--- src/rtl/mem_port_arbiter_if.sv ---
// Request/response bundle between the IF and MEM pipeline stages, the shared
// memory port arbiter and the single-ported RAM behind it.
interface mem_port_arbiter_if #(
  parameter int ADDR_W = 32,
  parameter int DATA_W = 32
);
  logic              if_req;
  logic [ADDR_W-1:0] if_addr;
  logic [DATA_W-1:0] if_rdata;
  logic              if_ready;

  logic              mem_rd_req;
  logic              mem_wr_req;
  logic [ADDR_W-1:0] mem_addr;
  logic [DATA_W-1:0] mem_wdata;
  logic [DATA_W-1:0] mem_rdata;
  logic              mem_ready;

  logic              ram_req;
  logic              ram_we;
  logic [ADDR_W-1:0] ram_addr;
  logic [DATA_W-1:0] ram_wdata;
  logic [DATA_W-1:0] ram_rdata;
  logic              ram_ack;

  logic              busy;

  // The arbiter side.
  modport slave (
    input  if_req, if_addr,
    output if_rdata, if_ready,
    input  mem_rd_req, mem_wr_req, mem_addr, mem_wdata,
    output mem_rdata, mem_ready,
    output ram_req, ram_we, ram_addr, ram_wdata,
    input  ram_rdata, ram_ack,
    output busy
  );

  // The pipeline stages and the RAM model, seen from outside the arbiter.
  modport master (
    output if_req, if_addr,
    input  if_rdata, if_ready,
    output mem_rd_req, mem_wr_req, mem_addr, mem_wdata,
    input  mem_rdata, mem_ready,
    input  ram_req, ram_we, ram_addr, ram_wdata,
    output ram_rdata, ram_ack,
    input  busy
  );
endinterface

--- src/rtl/mem_port_arbiter.sv ---
// Serialises IF fetches and MEM loads/stores onto one multi-cycle ram_req/ram_ack
// port; MEM has priority but IF is guaranteed a grant after MAX_MEM_BURST MEM grants.
module mem_port_arbiter #(
  parameter int ADDR_W        = 32,
  parameter int DATA_W        = 32,
  parameter int MAX_MEM_BURST = 4
) (
  input logic              clk,
  input logic              rst,
  mem_port_arbiter_if.slave bus
);

  localparam int                CNT_W     = $clog2(MAX_MEM_BURST + 1);
  localparam logic [CNT_W-1:0]  BURST_MAX = CNT_W'(MAX_MEM_BURST);

  typedef enum logic [2:0] {
    IDLE,
    ISSUE_IF,
    ISSUE_MEM,
    RESP_IF,
    RESP_MEM
  } state_t;

  state_t            state;
  state_t            state_nxt;
  logic              grant_if;
  logic              grant_mem;
  logic              capture_if;
  logic              capture_mem;
  logic              mem_req;

  logic              ram_we_q;
  logic [ADDR_W-1:0] ram_addr_q;
  logic [DATA_W-1:0] ram_wdata_q;
  logic [DATA_W-1:0] if_rdata_q;
  logic [DATA_W-1:0] mem_rdata_q;
  logic [CNT_W-1:0]  burst_cnt;

  assign mem_req = bus.mem_rd_req | bus.mem_wr_req;

  always_ff @(posedge clk or negedge rst) begin
    if (!rst) state <= IDLE;
    else      state <= state_nxt;
  end

  // Arbitration is only done from IDLE; RESP always returns to IDLE so the
  // served stage can advance before its request is looked at again.
  always_comb begin
    state_nxt   = state;
    grant_if    = 1'b0;
    grant_mem   = 1'b0;
    capture_if  = 1'b0;
    capture_mem = 1'b0;
    case (state)
      IDLE: begin
        if (mem_req && ((burst_cnt < BURST_MAX) || !bus.if_req)) begin
          grant_mem = 1'b1;
          state_nxt = ISSUE_MEM;
        end else if (bus.if_req) begin
          grant_if  = 1'b1;
          state_nxt = ISSUE_IF;
        end
      end
      ISSUE_IF: begin
        if (bus.ram_ack) begin
          capture_if = 1'b1;
          state_nxt  = RESP_IF;
        end
      end
      ISSUE_MEM: begin
        if (bus.ram_ack) begin
          capture_mem = 1'b1;
          state_nxt   = RESP_MEM;
        end
      end
      RESP_IF:  state_nxt = IDLE;
      RESP_MEM: state_nxt = IDLE;
      default:  state_nxt = IDLE;
    endcase
  end

  // A simultaneous load and store resolves to the store.
  always_ff @(posedge clk or negedge rst) begin
    if (!rst) begin
      ram_we_q    <= 1'b0;
      ram_addr_q  <= '0;
      ram_wdata_q <= '0;
      if_rdata_q  <= '0;
      mem_rdata_q <= '0;
      burst_cnt   <= '0;
    end else begin
      if (grant_mem) begin
        ram_addr_q  <= bus.mem_addr;
        ram_wdata_q <= bus.mem_wdata;
        ram_we_q    <= bus.mem_wr_req;
        if (bus.if_req && (burst_cnt != BURST_MAX))
          burst_cnt <= burst_cnt + CNT_W'(1);
      end else if (grant_if) begin
        ram_addr_q <= bus.if_addr;
        ram_we_q   <= 1'b0;
        burst_cnt  <= '0;
      end
      if (capture_if)
        if_rdata_q <= bus.ram_rdata;
      if (capture_mem && !ram_we_q)
        mem_rdata_q <= bus.ram_rdata;
    end
  end

  // Decoded from state so ram_req falls with the asynchronous reset.
  assign bus.ram_req   = (state == ISSUE_IF) || (state == ISSUE_MEM);
  assign bus.ram_we    = ram_we_q;
  assign bus.ram_addr  = ram_addr_q;
  assign bus.ram_wdata = ram_wdata_q;
  assign bus.if_rdata  = if_rdata_q;
  assign bus.mem_rdata = mem_rdata_q;
  assign bus.if_ready  = (state == RESP_IF);
  assign bus.mem_ready = (state == RESP_MEM);
  assign bus.busy      = (state != IDLE);

endmodule

--- src/flat_wrapper.sv ---
// flat-port wrapper written by rule: the top's interface ports become plain ports
module mem_port_arbiter_flat 
#(
  parameter int ADDR_W        = 32,
  parameter int DATA_W        = 32,
  parameter int MAX_MEM_BURST = 4
)
  (clk, rst, bus_if_req, bus_if_addr, bus_if_rdata, bus_if_ready, bus_mem_rd_req, bus_mem_wr_req, bus_mem_addr, bus_mem_wdata, bus_mem_rdata, bus_mem_ready, bus_ram_req, bus_ram_we, bus_ram_addr, bus_ram_wdata, bus_ram_rdata, bus_ram_ack, bus_busy);
  mem_port_arbiter_if #(.ADDR_W(ADDR_W), .DATA_W(DATA_W)) bus_i ();
  input logic clk;
  input logic rst;
  input wire logic [$bits(bus_i.if_req)-1:0] bus_if_req;
  input wire logic [$bits(bus_i.if_addr)-1:0] bus_if_addr;
  output wire logic [$bits(bus_i.if_rdata)-1:0] bus_if_rdata;
  output wire logic [$bits(bus_i.if_ready)-1:0] bus_if_ready;
  input wire logic [$bits(bus_i.mem_rd_req)-1:0] bus_mem_rd_req;
  input wire logic [$bits(bus_i.mem_wr_req)-1:0] bus_mem_wr_req;
  input wire logic [$bits(bus_i.mem_addr)-1:0] bus_mem_addr;
  input wire logic [$bits(bus_i.mem_wdata)-1:0] bus_mem_wdata;
  output wire logic [$bits(bus_i.mem_rdata)-1:0] bus_mem_rdata;
  output wire logic [$bits(bus_i.mem_ready)-1:0] bus_mem_ready;
  output wire logic [$bits(bus_i.ram_req)-1:0] bus_ram_req;
  output wire logic [$bits(bus_i.ram_we)-1:0] bus_ram_we;
  output wire logic [$bits(bus_i.ram_addr)-1:0] bus_ram_addr;
  output wire logic [$bits(bus_i.ram_wdata)-1:0] bus_ram_wdata;
  input wire logic [$bits(bus_i.ram_rdata)-1:0] bus_ram_rdata;
  input wire logic [$bits(bus_i.ram_ack)-1:0] bus_ram_ack;
  output wire logic [$bits(bus_i.busy)-1:0] bus_busy;
  assign bus_i.if_req = bus_if_req;
  assign bus_i.if_addr = bus_if_addr;
  assign bus_if_rdata = bus_i.if_rdata;
  assign bus_if_ready = bus_i.if_ready;
  assign bus_i.mem_rd_req = bus_mem_rd_req;
  assign bus_i.mem_wr_req = bus_mem_wr_req;
  assign bus_i.mem_addr = bus_mem_addr;
  assign bus_i.mem_wdata = bus_mem_wdata;
  assign bus_mem_rdata = bus_i.mem_rdata;
  assign bus_mem_ready = bus_i.mem_ready;
  assign bus_ram_req = bus_i.ram_req;
  assign bus_ram_we = bus_i.ram_we;
  assign bus_ram_addr = bus_i.ram_addr;
  assign bus_ram_wdata = bus_i.ram_wdata;
  assign bus_i.ram_rdata = bus_ram_rdata;
  assign bus_i.ram_ack = bus_ram_ack;
  assign bus_busy = bus_i.busy;
  mem_port_arbiter #(.ADDR_W(ADDR_W), .DATA_W(DATA_W), .MAX_MEM_BURST(MAX_MEM_BURST)) u_core (.clk(clk), .rst(rst), .bus(bus_i));
endmodule
--- config.mk ---
export PLATFORM = sky130hd
export DESIGN_NAME = mem_port_arbiter_flat
export DESIGN_NICKNAME = d
export VERILOG_FILES = /design/src/rtl/mem_port_arbiter_if.sv /design/src/rtl/mem_port_arbiter.sv /design/src/flat_wrapper.sv
export SDC_FILE = /design/constraint.sdc
export NUM_CORES = 1
export LEC_CHECK = 0
export CAP_MARGIN = 20
export CORE_MARGIN = 3
export CORE_UTILIZATION = 42
export CTS_BUF_LIST = sky130_fd_sc_hd__clkbuf_4 sky130_fd_sc_hd__clkbuf_8 sky130_fd_sc_hd__clkbuf_16
export DETAILED_ROUTE_END_ITERATION = 16
export HOLD_SLACK_MARGIN = 0.05
export PLACE_DENSITY = 0.88
export SYNTH_ARGS = -nofsm -noshare
export SYNTH_HDL_FRONTEND = slang
export SYNTH_SLANG_ARGS = --single-unit
export TNS_END_PERCENT = 50
--- constraint.sdc ---
create_clock -name clk -period 2.4 [get_ports clk]
set_input_delay 0.48 -clock clk [delete_from_list [all_inputs] [get_ports clk]]
set_output_delay 0.48 -clock clk [all_outputs]
set_load 0.02 [all_outputs]
== Word level (Yosys, flattened, before mapping) ==
Cells that the tools add are included.

* Order comparisons: 1
* Bitwise operators: 1
* $add $sub $neg: 1
* Mux-type cells: 20
* Reductions and logical operators: 12
* Eq/ne operators: 9

{| class="wikitable"
|+ Operators by type and width
! kind !! count
|-
| 32-bit 2-to-1 mux || 2
|-
| 3-bit 2-to-1 mux || 7
|-
| 1-bit 2-to-1 mux || 10
|-
| 3-bit case mux with 3 select lines || 1
|-
| 3-bit by 2-bit == test with 1-bit output (second input constant) || 2
|-
| 2-bit inequality test (second input constant) || 3
|-
| 3-bit by 1-bit adder with 3-bit output (second input constant) || 1
|-
| 3-bit by 1-bit == test with 1-bit output (second input constant) || 1
|-
| 3-bit == test (second input constant) || 1
|-
| 1-bit logical AND || 3
|-
| 3-bit logical NOT || 1
|-
| 3-bit less-than comparator (second input constant) || 1
|-
| 3-bit by 2-bit inequality test with 1-bit output (second input constant) || 1
|-
| 3-bit inequality test (second input constant) || 1
|-
| 3-bit AND reduction || 1
|-
| 3-bit nonzero test || 1
|-
| 1-bit logical NOT || 2
|-
| 1-bit logical OR || 2
|-
| 2-bit AND reduction || 1
|-
| 2-bit nonzero test || 1
|-
| 1-bit bitwise OR || 1
|}

* Flip-flop bits (word level): 135
* Logic and storage cells: 51
* Output and inout bits: 133
* Bits of input ports: 134

== Logic depth before layout (Yosys ltp) ==
Gate-level depths: netlist of run 1.

* Word-level depth: 7
* Gate-level depth with buffers: 5
* Mapped depth without buffers: 4

== Worst setup path after synthesis of run 1 ==
No wires, ideal clock.

* Path kind: register -> register
* Start: reg u_core.state[0]
* End: reg u_core.ram_wdata_q[10], in the netlist u_core.bus.ram_wdata[10]
* Arrival: 1.563 ns
* Period minus slack after synthesis: 1.688 ns
* Library setup time: 0.125 ns
* Slack: 0.712 ns
* Buffers on the path: 2
* Required time: 2.275 ns
* Cell stages (with the launch flop): 6
* Path through: dfrtp_1 > or3_1 > buf_6 > nor2_8 > buf_12 > mux2_4

* Cells in the longest elaborated chain, start to end: 2

{| class="wikitable"
|+ Ends and longest elaborated chain
! item !! line !! RTL
|-
| start, declared || mem_port_arbiter.sv:24 || <nowiki>state_t state;</nowiki>
|-
| start signal, assigned || mem_port_arbiter.sv:43 || <nowiki>else state <= state_nxt;</nowiki>
|-
| 3-bit logical NOT || mem_port_arbiter.sv:54 || <nowiki>case (state)</nowiki>
|-
| 1-bit 2-to-1 mux || mem_port_arbiter.sv:54 ||
|-
| end signal, assigned || mem_port_arbiter.sv:94 || <nowiki>ram_wdata_q <= bus.mem_wdata;</nowiki>
|-
| end, declared || mem_port_arbiter.sv:34 || <nowiki>logic [DATA_W-1:0] ram_wdata_q;</nowiki>
|}

Every way passes these cells.
A chain may end at the register's enable or synchronous reset.

== Worst setup path after layout of run 1 ==
* Start: reg u_core.state[0]
* End: out bus_mem_ready

* Cells in the longest elaborated chain, start to end: 1

{| class="wikitable"
|+ Ends and longest elaborated chain
! item !! line !! RTL
|-
| 3-bit == test || mem_port_arbiter.sv:118 || <nowiki>assign bus.mem_ready = (state == RESP_MEM);</nowiki>
|-
| end, declared || flat_wrapper.sv:21 || <nowiki>output wire logic [$bits(bus_i.mem_ready)-1:0] bus_mem_ready;</nowiki>
|}

Every way passes these cells.

==> metrics.md, run 1 <==
| Metric | Value |
|---|---|
| Status | `finished, final reports clean` |
| H-tree levels | `4` |
| Fmax | `442 MHz` |
| All-Layer GR Usage | `20.6%` |
| Total CTS buffers | `17` |
| Root Buffer | `clkbuf_16` |
| Initial antenna violation count | `0` |
| Final hold vios | `0` |
| Layout cells sized above 1 | `20.6%` |
| Nets | `797` |
| Layout area overhead | `58.5%` |
| Req. time, crit path | `1920 ps` |
| Max-slew violations | `0` |
| Clock Pin Slew Worst Setup and Hold Paths | `60 ps` |
| Routed wire length | `15,700 µm` |
| Power Dens Cells | `1420 nW/µm²` |
| Die Y | `123 µm` |
| Final setup viols | `0` |
| Clk sinks | `135` |
| Post-synth EDFFs | `0` |
| Multi-input logic area | `2240 µm²` |
| Minimum clock period | `2260 ps` |
| Sequential share of the synthesized area | `58.4%` |
| CP Launch Type | `flop` |
| Syn Inst Count | `388` |
| Post-Syn Area | `5790 µm²` |
| Boundary Pins | `267` |
| Worst setup margin | `136 ps` |
| Layout fillers | `929` |
| DR DRC count | `0` |
| Slew headroom | `53.4%` |
| Leakage | `0.00385 µW` |
| Vias in the first global route | `4,688` |
| Synth async-reset ratio | `100%` |
| # diodes | `0` |
| Place WS | `137 ps` |
| Synth warn | `0` |
| Largest net degree at the start of global routing | `136` |
| Synthesis-stage register bit count | `135` |
| Hpwl dp | `11,500 µm` |
| Grt ovf | `0` |
| Post-CTS sizing | `3` |
| Final Cycle Share | `94.3%` |
| Hold Buf Count CTS | `0` |
| Die Footprint | `15,200 µm²` |
| Crit path DAT | `1780 ps` |
| RSZ-0062 raised after global routing | `false` |
| Starting Density | `43.4%` |
| Width of the die | `123 µm` |
| Most used DFF post-synth | `dfrtp_1` |
| CTS tree | `built` |
| Setup crit end kind | `primary output` |
| Post-CTS Setup Bufs | `0` |
| Clock latency on the worst-skew pair | `400 ps` |
| CP max FO | `8` |
| ANT nets after route | `0` |
| Vias per inst | `5.06` |
| Count of standard-cell rows | `42` |
| Drt pass-1 iters | `4` |
| Setup TNS | `0 ps` |
| Max Cap Viol | `0` |
| CTS Buffer Depth | `2` |
| Yosys cell types | `29` |
| Final Instance Area | `9180 µm²` |
| FF+latch area | `3380 µm²` |
| CP Class | `flop to primary output` |
| Avg Cell Area, Syn | `14.9 µm²` |
| Core Region | `13,300 µm²` |
| Post-Syn Nets | `524` |
| Worst hold path type | `input port to async pin` |
| Global-route wire length before repair | `24,000 µm` |
| Final GP Congestion | `0.817` |
| WL/cell | `18.5 µm` |
| Dpl cell area | `8640 µm²` |
| Clock Skew | `9.03 ps` |
| Peak VDD IR | `0.788 mV` |
| Initial drt markers | `264` |
| Routed vias | `4,278` |
| Worst Max-Slew Pin Slew | `699 ps` |
| Most frequent cells in the layout | `clkdlybuf4s50_1, dfrtp_1, mux2_2, and2_1` |
| I/O Buffers | `266` |
| Commonest non-fill, non-tap cell in the layout | `clkdlybuf4s50_1` |
| Min Hold Slack | `199 ps` |
-- report_power, final --
part | switching [µW] | internal (µW) | total (µW) | leakage, µW
Combinational | 3050 | 3490 | 6540 | 0.00196
Clock | 868 | 1480 | 2350 | 0.000266
Sequential | 688 | 3430 | 4120 | 0.00163
Total | 4610 | 8390 | 13000 | 0.00385
-- flip-flops by register name (all words and copies together) (netlist names) --
name,count
u_core.bus.if_rdata,32
u_core.bus.mem_rdata,32
u_core.bus.ram_addr,32
u_core.bus.ram_wdata,32
u_core.burst_cnt,3
u_core.state,3
u_core.bus.ram_we,1
-- per-layer routing --
| layer | track usage (%) | wire length (µm) |
|---|---|---|
| met1 | 22.5 | 5660 |
| met2 | 36.4 | 8380 |
| met3 | 5.90 | 1120 |
| met4 | 10.1 | 529 |
| met5 | 0 | 0 |
-- critical path, stage by stage (launching register included) --
cell,delay [ps]
dfrtp_1,450
nor2_1,170
and2_1,140
clkdlybuf4s50_1,620
-- stage by stage --
step	total power, µW	utilization, %	instances
finish	13000	68.7	846
global route	13600	68.7	846
CTS	13100	68.7	846
detailed placement	10700	64.8	818
global placement	10500	64.8	818
floorplan	7610	-	388
-- cell families after synthesis --
| group | share of synthesized area (%) |
|---|---|
| mux | 26.1 |
| simple gates | 5.55 |
| buf+inv | 3.44 |
| compound gates | 6.14 |
| flops | 58.4 |
| fa+ha+maj | 0.432 |
-- worst paths after layout --
kind / startpoint / endpoint / slack [ps] / depth (start not counted)
worst max-delay path: u_core.state[0] / bus_mem_ready / 140 / 3
max in group asynchronous: rst / u_core.bus.mem_rdata[17] / 1700 / 2
worst min-delay path: rst / u_core.bus.ram_wdata[14] / 200 / 2
worst max register to register: u_core.state[0] / u_core.bus.ram_wdata[31] / 490 / 4
worst min register to register: u_core.bus.mem_rdata[5] / u_core.bus.mem_rdata[5] / 480 / 1
min in group clk: u_core.bus.mem_rdata[5] / u_core.bus.mem_rdata[5] / 480 / 1
-- cell usage after synthesis, types with 2 or more instances --
cell	n	area share, %
buf_2	3	0.26
a21oi_1	4	0.35
buf_12	3	1.0
nand2_1	7	0.45
dfrtp_1	135	58
mux2_4	29	7.5
ha_1	2	0.43
mux2_1	4	0.78
o2bb2ai_1	33	5.0
clkbuf_1	6	0.39
buf_4	10	1.3
mux2_2	63	12
inv_1	4	0.26
nand2b_1	2	0.22
nor2_1	3	0.19
and2_1	33	3.6
o21ai_0	4	0.35
mux2i_1	32	5.5
-- cell type report --
class                      count  area share (%)
multi-input combinational    226            24.4
tap                          176            2.40
inverter                       4           0.164
clock inverter                 5           0.573
clock buffer                  23            5.20
sequential                   135            36.8
timing repair buffer         277            30.4
(Power assumes the default switching activity.)
==> run 2, diff against run 1 <==
--- a/config.mk
+++ b/config.mk
@@ -12,6 +12,8 @@
 export DETAILED_ROUTE_END_ITERATION = 16
 export HOLD_SLACK_MARGIN = 0.05
 export PLACE_DENSITY = 0.88
+export RECOVER_POWER = 100
+export SLEW_MARGIN = 20
 export SYNTH_ARGS = -nofsm -noshare
 export SYNTH_HDL_FRONTEND = slang
 export SYNTH_SLANG_ARGS = --single-unit
==> run 2 against run 1 <==
Against the previous run:
- the flow now finishes with violations (capacitance limit, slew limit)
- core utilization decreased by 1.3 points
- first-iteration DRC count decreased by 14%
- non-clock buffer count unchanged
- total power decreased by 6.4%
- highest routed layer unchanged
==> metrics.md, run 2 (synthesized netlist as in run 1, its figures left out) <==
| Metric | Value |
|---|---|
| Core Region | `13,300 µm² (unchanged)` |
| Fmax | `431 MHz (-2.5%)` |
| Total CTS buffers | `17 (unchanged)` |
| I/O Buffers | `266 (unchanged)` |
| Global-route wire length before repair | `24,000 µm (unchanged)` |
| Largest net degree at the start of global routing | `136 (unchanged)` |
| Final setup viols | `0 (unchanged)` |
| Peak VDD IR | `0.735 mV (-6.7%)` |
| Drt pass-1 iters | `4 (unchanged)` |
| Dpl cell area | `8640 µm² (unchanged)` |
| Layout cells sized above 1 | `16.6% (-4.0 points)` |
| CP Launch Point | `u_core.state[0]` |
| Routed vias | `4,260 (-0.42%)` |
| RSZ-0062 raised after global routing | `false` |
| Root Buffer | `clkbuf_16` |
| Critical Path, Cell by Cell | `or3_1, dlygate4sd2_1` |
| Grt ovf | `0 (unchanged)` |
| Clock Skew | `9.25 ps (+0.223 ps)` |
| Slew headroom | `-20.9% (-74 points)` |
| Final GP Congestion | `0.817 (unchanged)` |
| Die Y | `123 µm (unchanged)` |
| Minimum clock period | `2320 ps (+57.6 ps)` |
| Place WS | `137 ps (unchanged)` |
| Crit-path max cell delay | `580 ps (-40 ps)` |
| Boundary Pins | `267 (unchanged)` |
| Layout fillers | `982 (+5.7%)` |
| # diodes | `0 (unchanged)` |
| Violated checks | `capacitance limit, slew limit` |
| ANT nets after route | `0 (unchanged)` |
| All-Layer GR Usage | `20.6% (unchanged)` |
| Delay-heaviest family, CP | `simple AND/OR/NAND/NOR gates` |
| CP bufs+invs | `1 (unchanged)` |
| WL/cell | `18.4 µm (-0.93%)` |
| Commonest non-fill, non-tap cell in the layout | `dfrtp_1` |
| Vias per inst | `5.04 (-0.42%)` |
| Req. time, crit path | `1920 ps (about the same)` |
| Worst-case reg-to-reg path depth | `5 (+1)` |
| Setup crit end kind | `primary output` |
| Clk sinks | `135 (unchanged)` |
| Power Dens Cells | `1350 nW/µm² (-4.7%)` |
| DR DRC count | `0 (unchanged)` |
| Final Instance Area | `9000 µm² (-1.9%)` |
| Clock latency on the worst-skew pair | `400 ps (about the same)` |
| Initial drt markers | `227 (-14%)` |
| Hpwl dp | `11,500 µm (unchanged)` |
| End of the critical path | `bus_busy` |
| Vias in the first global route | `4,688 (unchanged)` |
| Max-slew violations | `136 (+136)` |
| Setup TNS | `0 ps (unchanged)` |
| CTS Buffer Depth | `2 (unchanged)` |
| Final Cycle Share | `96.7% (+2.4 points)` |
| H-tree levels | `4 (unchanged)` |
| Max Cap Viol | `1 (+1)` |
| Worst Max-Slew Pin Slew | `1810 ps (+1110 ps)` |
| Routed wire length | `15,500 µm (-0.93%)` |
| Slowest CP cell | `or3_1` |
| CP Launch Type | `flop` |
| Width of the die | `123 µm (unchanged)` |
| Final hold vios | `0 (unchanged)` |
| CP max FO | `8 (unchanged)` |
| Nets | `797 (unchanged)` |
| Die Footprint | `15,200 µm² (unchanged)` |
| CTS tree | `built` |
| R2R setup slack | `130 ps (-360 ps)` |
| Count of standard-cell rows | `42 (unchanged)` |
| Worst path depth | `2 (-1)` |
| Status | `finished with violations` |
| Layout area overhead | `55.5%` |
| Initial antenna violation count | `0 (unchanged)` |
| Worst hold path type | `flop to flop` |
| Crit path DAT | `1840 ps (+60 ps)` |
| Clock Pin Slew Worst Setup and Hold Paths | `60 ps (about the same)` |
| Starting Density | `43.4% (unchanged)` |
| Reg2reg end | `u_core.bus.ram_addr[25]` |
| Most frequent cells in the layout | `dfrtp_1, clkdlybuf4s50_1, dlygate4sd3_1, mux2_2` |
| Start of the worst register-to-register path | `u_core.state[0]` |
| Hold_sp | `u_core.bus.mem_rdata[5]` |
| CP Class | `flop to primary output` |
| Leakage | `0.00384 µW (-0.38%)` |
| Worst setup margin | `78.4 ps (-57.6 ps)` |
## run 2: cell types whose count changed in the layout (fill, tap and decap cells not counted), moves of 6 or more
cell             change
clkbuf_2             +7
mux2_1              +26
dlygate4sd3_1      +131
clkdlybuf4s50_1    -131
mux2_4              -26
buf_4                -6
## run 2: what timing repair did
action	in CTS	in global routing
setup buffers	0	0
setup endpoints to repair	2	0
resized for setup	3	0
hold buffers	0	0
## run 2: area by class of cell
class	instances	area (µm²)	area share, %
well taps	176	220	2.45
repair buffers	277	2720	30.2
multi-input cells	226	2140	23.8
flip-flops and latches	135	3380	37.5
clock inverters	5	52.6	0.584
clock buffers	23	477	5.29
inverters	4	15.0	0.167
## run 2: metal layers
metal / routed length, µm / part of all wire, % / up-vias / GRT usage [%]
met4: 532 / 3.4 / 0 / 10.1
li1: - / - / 1932 / -
met2: 8310 / 53 / 174 / 36.4
met3: 1110 / 7.1 / 40 / 5.90
met5: 0 / 0 / - / 0
met1: 5590 / 36 / 2114 / 22.5
## run 2: through the flow
stage               std cells  hold WS [ps]  total power [µW]  util, %
CTS                       846           222             13100     68.7
global route              846           492             12800     67.5
global placement          818           471             10500     64.8
finish                    846           475             12200     67.5
detailed placement        818           472             10700     64.8
floorplan                 388           184              7610        -
## run 2: how the worst min path moves through the flow
| stage | end | depth (start not counted) |
|---|---|---|
| 2_1_floorplan | u_core.burst_cnt[0] | 0 |
| 3_3_place_gp | u_core.bus.if_rdata[10] | 1 |
| 3_5_place_dp | u_core.bus.ram_addr[3] | 1 |
| 4_1_cts | u_core.bus.ram_addr[18] | 2 |
| 5_1_grt | u_core.bus.ram_addr[3] | 1 |
| 6_report | u_core.bus.mem_rdata[5] | 1 |
## run 2: where the power goes
group	internal (µW)	switching, µW
clock network	1480	869
logic	2770	3000
registers	3420	620
==> run 3, diff against run 2 <==
--- a/config.mk
+++ b/config.mk
@@ -5,7 +5,8 @@
 export SDC_FILE = /design/constraint.sdc
 export NUM_CORES = 1
 export LEC_CHECK = 0
-export CAP_MARGIN = 20
+export ABC_CLOCK_PERIOD_IN_PS = 2400
+export CAP_MARGIN = 5
 export CORE_MARGIN = 3
 export CORE_UTILIZATION = 42
 export CTS_BUF_LIST = sky130_fd_sc_hd__clkbuf_4 sky130_fd_sc_hd__clkbuf_8 sky130_fd_sc_hd__clkbuf_16
==> results of run 3 <==
No change in the layout: final DEF, timing and power equal those of run 2.
